<file path="src/rtl/serial_subtractor_pkg.sv">
// Shared definitions for the bit-serial subtractor.
// Holds the controller state encoding used by serial_subtractor.
package serial_subtractor_pkg;

  typedef enum logic [1:0] {
    ST_IDLE  = 2'd0,
    ST_SHIFT = 2'd1,
    ST_DONE  = 2'd2
  } state_e;

endpackage : serial_subtractor_pkg

</file>
<file path="src/rtl/serial_subtractor_half_subtractor_cell.sv">
// One-bit subtractor cell with borrow in: d = x - y - bin, bout = borrow out.
// Purely combinational; the caller registers the borrow between bits.
// Ports:
//   x    minuend bit
//   y    subtrahend bit
//   bin  borrow from the previous (less significant) bit
//   d    difference bit
//   bout borrow to the next (more significant) bit
module half_subtractor_cell (
  input  logic x,
  input  logic y,
  input  logic bin,
  output logic d,
  output logic bout
);

  assign d    = x ^ y ^ bin;
  assign bout = (~x & y) | (~(x ^ y) & bin);

endmodule : half_subtractor_cell

</file>
<file path="src/rtl/serial_subtractor.sv">
// Bit-serial unsigned subtractor: Diff = A - B (mod 2^WIDTH), Borrow = (A < B).
// Operands are consumed LSB-first, one bit per clock, through a single
// subtractor cell with a registered borrow. Latency is WIDTH+1 clock edges.
// Ports:
//   Clk     rising-edge clock
//   Rst_n   asynchronous active-low reset
//   Start   request, sampled only while Busy=0 (IDLE or DONE)
//   A, B    operands, captured on the accepted Start edge
//   Busy    high while bits are being shifted (SHIFT state only)
//   Done    one-cycle pulse, result valid
//   Diff    difference, held until the next operation completes
//   Borrow  borrow out of bit WIDTH-1, held like Diff
module serial_subtractor
  import serial_subtractor_pkg::*;
#(
  parameter int WIDTH = 8
) (
  input  logic             Clk,
  input  logic             Rst_n,
  input  logic             Start,
  input  logic [WIDTH-1:0] A,
  input  logic [WIDTH-1:0] B,
  output logic             Busy,
  output logic             Done,
  output logic [WIDTH-1:0] Diff,
  output logic             Borrow
);

  localparam int              CNT_W    = $clog2(WIDTH + 1);
  localparam logic [CNT_W-1:0] LAST_BIT = CNT_W'(WIDTH - 1);

  state_e           state_q, state_d;
  logic [WIDTH-1:0] a_q, a_d;
  logic [WIDTH-1:0] b_q, b_d;
  // Holds the WIDTH-1 low difference bits already produced; the final bit
  // comes straight from the cell on the last shift edge.
  logic [WIDTH-2:0] res_q, res_d;
  logic             borrow_q, borrow_d;
  logic [CNT_W-1:0] cnt_q, cnt_d;
  logic [WIDTH-1:0] diff_q, diff_d;
  logic             bout_q, bout_d;

  logic cell_d;
  logic cell_bout;

  half_subtractor_cell u_cell (
    .x    (a_q[0]),
    .y    (b_q[0]),
    .bin  (borrow_q),
    .d    (cell_d),
    .bout (cell_bout)
  );

  always_comb begin
    // NOTE: every variable gets its hold value first so no path through the
    // case leaves it unassigned, which would otherwise infer a latch.
    state_d  = state_q;
    a_d      = a_q;
    b_d      = b_q;
    res_d    = res_q;
    borrow_d = borrow_q;
    cnt_d    = cnt_q;
    diff_d   = diff_q;
    bout_d   = bout_q;

    unique case (state_q)
      ST_IDLE, ST_DONE: begin
        // DONE always leaves after one cycle; a Start seen there restarts
        // directly into SHIFT without passing through IDLE.
        if (state_q == ST_DONE) state_d = ST_IDLE;
        if (Start) begin
          a_d      = A;
          b_d      = B;
          res_d    = '0;
          borrow_d = 1'b0;
          cnt_d    = '0;
          state_d  = ST_SHIFT;
        end
      end

      ST_SHIFT: begin
        a_d               = a_q >> 1;
        b_d               = b_q >> 1;
        res_d             = res_q >> 1;
        res_d[WIDTH-2]    = cell_d;
        borrow_d          = cell_bout;
        cnt_d             = cnt_q + CNT_W'(1);
        if (cnt_q == LAST_BIT) begin
          diff_d  = {cell_d, res_q};
          bout_d  = cell_bout;
          state_d = ST_DONE;
        end
      end

      default: state_d = ST_IDLE;
    endcase
  end

  // NOTE: state registers use non-blocking assignments so every flop samples
  // the pre-edge value of the others; the shift registers are small enough
  // that clearing them on reset costs nothing and keeps outputs defined.
  always_ff @(posedge Clk or negedge Rst_n) begin
    if (!Rst_n) begin
      state_q  <= ST_IDLE;
      a_q      <= '0;
      b_q      <= '0;
      res_q    <= '0;
      borrow_q <= 1'b0;
      cnt_q    <= '0;
      diff_q   <= '0;
      bout_q   <= 1'b0;
    end else begin
      state_q  <= state_d;
      a_q      <= a_d;
      b_q      <= b_d;
      res_q    <= res_d;
      borrow_q <= borrow_d;
      cnt_q    <= cnt_d;
      diff_q   <= diff_d;
      bout_q   <= bout_d;
    end
  end

  assign Busy   = (state_q == ST_SHIFT);
  assign Done   = (state_q == ST_DONE);
  assign Diff   = diff_q;
  assign Borrow = bout_q;

endmodule : serial_subtractor
</file>
<file path="config.mk">
export PLATFORM = sky130hd
export DESIGN_NAME = serial_subtractor
export DESIGN_NICKNAME = d
export VERILOG_FILES = /design/src/rtl/serial_subtractor_pkg.sv /design/src/rtl/serial_subtractor_half_subtractor_cell.sv /design/src/rtl/serial_subtractor.sv
export SDC_FILE = /design/constraint.sdc
export NUM_CORES = 1
export LEC_CHECK = 0
export ABC_AREA = 1
export BUFFER_PORTS_ARGS = -buffer_cell sky130_fd_sc_hd__buf_2
export CORE_ASPECT_RATIO = 1.4
export CORE_MARGIN = 3
export CORE_UTILIZATION = 61
export CTS_BUF_LIST = sky130_fd_sc_hd__clkbuf_2 sky130_fd_sc_hd__clkbuf_4 sky130_fd_sc_hd__clkbuf_8
export CTS_CLUSTER_SIZE = 25
export DETAILED_ROUTE_END_ITERATION = 8
export PLACE_DENSITY = 0.87
export SLEW_MARGIN = 20
export SYNTH_ARGS = -nofsm -noshare
export SYNTH_HDL_FRONTEND = slang
export SYNTH_SLANG_ARGS = --single-unit
</file>
<file path="constraint.sdc">
create_clock -name Clk -period 3.45 [get_ports Clk]
set_input_delay 0.345 -clock Clk [delete_from_list [all_inputs] [get_ports Clk]]
set_output_delay 0.345 -clock Clk [all_outputs]
set_load 0.02 [all_outputs]
</file>
## Yosys cells after proc, flatten, opt, wreduce, memory -nomap -nowiden

Cells that the tools add are included.

- Bits in registers: 39
- Input bits: 19
- Output and inout bits: 11
- Word-level logic and storage cells: 42

- $add $sub $neg: 1
- Equality and inequality tests: 6
- Multiplexer cells: 14
- Bitwise logic cells: 7
- Reductions and logical operators: 6

Operators with widths:

| cell | number |
|---|---|
| case mux 8 bit (2 select lines) | 2 |
| two-way mux 8 bit | 2 |
| case mux 7 bit (2 select lines) | 1 |
| case mux 4 bit (2 select lines) | 1 |
| two-way mux 7 bit | 1 |
| two-way mux 2 bit | 3 |
| AND reduction 2 bit | 3 |
| adder 4 x 1 -> 4 bit, second input constant | 1 |
| equality test 4 x 3 -> 1 bit, second input constant | 1 |
| two-way mux 4 bit | 1 |
| case mux 2 bit (2 select lines) | 1 |
| inequality test 3 bit, second input constant | 1 |
| bitwise AND 1 bit | 2 |
| equality test 2 x 1 -> 1 bit, second input constant | 1 |
| equality test 2 bit, second input constant | 1 |
| zero test 2 bit | 1 |
| inequality test 2 x 1 -> 1 bit, second input constant | 1 |
| inequality test 2 bit, second input constant | 1 |
| NOT 1 bit | 2 |
| case mux 1 bit (2 select lines) | 1 |
| nonzero test 2 bit | 1 |
| OR reduction 2 bit | 1 |
| XOR 1 bit | 2 |
| two-way mux 1 bit | 1 |
| OR 1 bit | 1 |

## Logic depth before layout (Yosys ltp)

- Depth in word-level cells: 5
- Mapped depth: 7
- Gate-level depth less buffers: 6

## By module

Synthesis repeated with hierarchy kept, for this count alone.

- Cells, all modules: 216
- Area total of the unflattened synthesis: 1722.9 um^2

By module, submodules not included:

| module | times used | cells each | area an instance (um^2) | sequential area each (um^2) |
|---|---|---|---|---|
| serial_subtractor | 1 | 212 | 1691.6 | 975.9 |
| half_subtractor_cell | 1 | 4 | 31.3 | 0.0 |

## Worst setup path after synthesis

No wires, ideal clock.

- Path kind: reg-to-output
- Start point: register state_q[0]
- End point: output Busy
- Arrival time: 0.805 ns
- Required time: 3.105 ns
- Slack: 2.300 ns
- Cell stages (with the launch flop): 4
- Path buffers: 1
- Cell sequence: dfrtp_1 > inv_2 > nor2_1 > buf_2

- Cells in the longest elaborated chain, start to end: 1

RTL lines:

| element | line | RTL |
|---|---|---|
| start: declaration | serial_subtractor.sv:32 | `state_e state_q, state_d;` |
| start signal: assignment | serial_subtractor.sv:113 | `state_q <= state_d;` |
| equality test 2 x 1 -> 1 bit | serial_subtractor.sv:124 | `assign Busy = (state_q == ST_SHIFT);` |
| end: declaration | serial_subtractor.sv:23 | `output logic Busy,` |

Every way passes these cells.

## Worst setup path in the final report

Ends and elaborated chain as after synthesis.

==> results_dict.tcl <==
set metrics [dict create \
    overflow 0 \
    syn_area_um2 1720 \
    synth.largest_area_cell "dfrtp_1" \
    ys_types 20 \
    cts.repair.resized 0 \
    dp_cells 275 \
    status "complete, no violations" \
    coreArea_um2 2670 \
    rsz0062_at_grt "false" \
    port_buffers 29 \
    cts_tree "yes" \
    syn_inst 213 \
    die_area_um2 3500 \
    cts.htree.levels 2 \
    wire_per_inst_um 10.8 \
    fp.dieH_um 68.8 \
    post-route-util 0.735 \
    synthArstFlopShare 1.00 \
    antenna_found_initial 0 \
    relSlewSlack 0.450 \
    hold_viol_final 0 \
    drt_wl_total_um 3060 \
    grt_max_degree 40 \
    dpl_cell_area_um2 1890 \
    synth.net_count 234 \
    slowest_stage "dfrtp_1" \
    period_needed_ns 1.99 \
    drive_gt1_frac 0.182 \
    post_cts_buffers 0 \
    ys_seq_area_frac 0.568 \
    tns_ns 0 \
    synth-edff-count 0 \
    hold_class "input port to asynchronous set/reset pin" \
    netlist_top_cells_area "dfrtp_1 57%, nand2_1 25%, inv_1 5.9%, o22ai_1 2.5%, fa_1 1.2%" \
    fin_crit_sh 0.577 \
    gp_congestion 0.759 \
    vias 1379 \
    skew_ns 0.00530 \
    finalSetupViolations 0 \
    yosys-top-cells-count "115 x nand2_1, 39 x dfrtp_1, 27 x inv_1" \
    vias_per_cell 4.87 \
    path_class "flip-flop to primary output" \
    clk_latency_ns 0.34 \
    initial_core_util 0.644 \
    drc 0 \
    synth_warnings 0 \
    die_w_um 50.9 \
    crit_chain "inv_2 -> nor2_1 -> buf_4 -> buf_2" \
    drv_cap 0 \
    fmax_ghz 0.503 \
    hold_ws_ns 0.0857 \
    grt_pass1_wl_um 5440 \
    fin_cells 283 \
    syn_area_per_cell_um2 8.07 \
    io_pins 30 \
    area_growth_pct 14.2 \
    grt_use_total 0.215 \
    start_kind "flip-flop" \
    clk_pin_slew_ns 0.11 \
    fp-row-count 22 \
    crit_path_end_kind "primary output" \
    synth_top_area_frac 0.568 \
    crit_fanout 15 \
    p_leak_nw 1.14 \
    critPathRequiredTime_ns 3.11 \
    yosysMostFrequentCell "nand2_1" \
    final_cell_area_um2 1960 \
    cts_root_buf "clkbuf_4" \
    arrival_ns 1.64 \
    diodes 0 \
    cts_buffers 5 \
    ant_nets 0 \
    n_fill_cell 227 \
    ys_ff_latch 39 \
    cts_hold_buffers 0 \
    grt_pass1_vias 1338 \
    synth_ff_type "dfrtp_1" \
    drt_iter0_drc 36 \
    critPathMaxStageDelay_ns 0.44 \
    first_pass_iters 4 \
    worst_pin_slew_ns 0.825 \
    pwr_density_cell_nw_per_um2 915 \
    cts.sinks 39 \
    hpwl_um 2210 \
    clock_path_buffers 2 \
    nets 267 \
    final-max-slew-violation-count 0 \
    ir_drop_uv 485 \
]
## path summary, 6_finish.rpt
check	startpoint	endpoint	slack, ns	depth (start not counted)
max reg2reg	state_q[0]	Diff[3]	1.84	6
min in group Clk	B[7]	b_q[7]	0.19	3
max	state_q[0]	Busy	1.46	4
max in group asynchronous	Rst_n	a_q[2]	2.85	1
min	Rst_n	b_q[5]	0.09	1
min reg2reg	res_q[4]	Diff[4]	0.48	2
## cell usage in the layout (no fill, tap or decap), types with 2 or more instances in the layout
| cell | n |
|---|---|
| nor2_1 | 4 |
| o22ai_1 | 7 |
| clkbuf_8 | 2 |
| nand2_1 | 115 |
| inv_1 | 27 |
| o21ai_0 | 2 |
| nand3_1 | 4 |
| clkbuf_4 | 6 |
| dfrtp_1 | 39 |
| buf_2 | 29 |
## through the flow
stage               worst slack, ns  power [mW]
CTS                            1.45        1.82
detailed placement             1.84        1.55
global placement               1.88        1.51
floorplan                      2.30        1.35
finish                         1.46        1.80
global route                   1.31        1.97
## worst max-delay path, delay by kind of cell, from the launching register on
| family | cells | cell delay (ns) |
|---|---|---|
| simple gates | 1 | 0.33 |
| flops | 1 | 0.44 |
| buf+inv | 3 | 0.53 |
## layout make-up
class                   instances  area [um^2]  share of cell area
well taps                      36         45.0              0.0229
repair buffers                 30          153              0.0778
flip-flops and latches         39          976               0.497
clock buffers                   8         72.6              0.0370
multi-input cells             141          606               0.308
inverters                      29          111              0.0567
## metal layers
layer | global-route usage | wire length, um
met3 | 0.0710 | 180
met4 | 0.131 | 80
met5 | 0 | 0
met1 | 0.234 | 1290
met2 | 0.366 | 1510
## flip-flops by register name, indices dropped and copies added, names as in the netlist
signal	count
Diff	8
a_q	8
b_q	8
res_q	7
cnt_q	4
state_q	2
Borrow	1
borrow_q	1
## cell families (layout without fill, tap and decap cells)
group           after synthesis  in the layout  share of synthesized area
compound gates               10             10                     0.0342
fa+ha+maj                     2              2                     0.0189
buf+inv                      33             67                     0.0801
flops                        39             39                      0.568
simple gates                129            129                      0.299
## power by group
| group | internal [mW] | switching, mW | total [mW] |
|---|---|---|---|
| clock | 0.128 | 0.142 | 0.270 |
| combinational | 0.261 | 0.482 | 0.743 |
| sequential | 0.664 | 0.120 | 0.783 |
No activity file was read; power rests on OpenSTA's default activity.
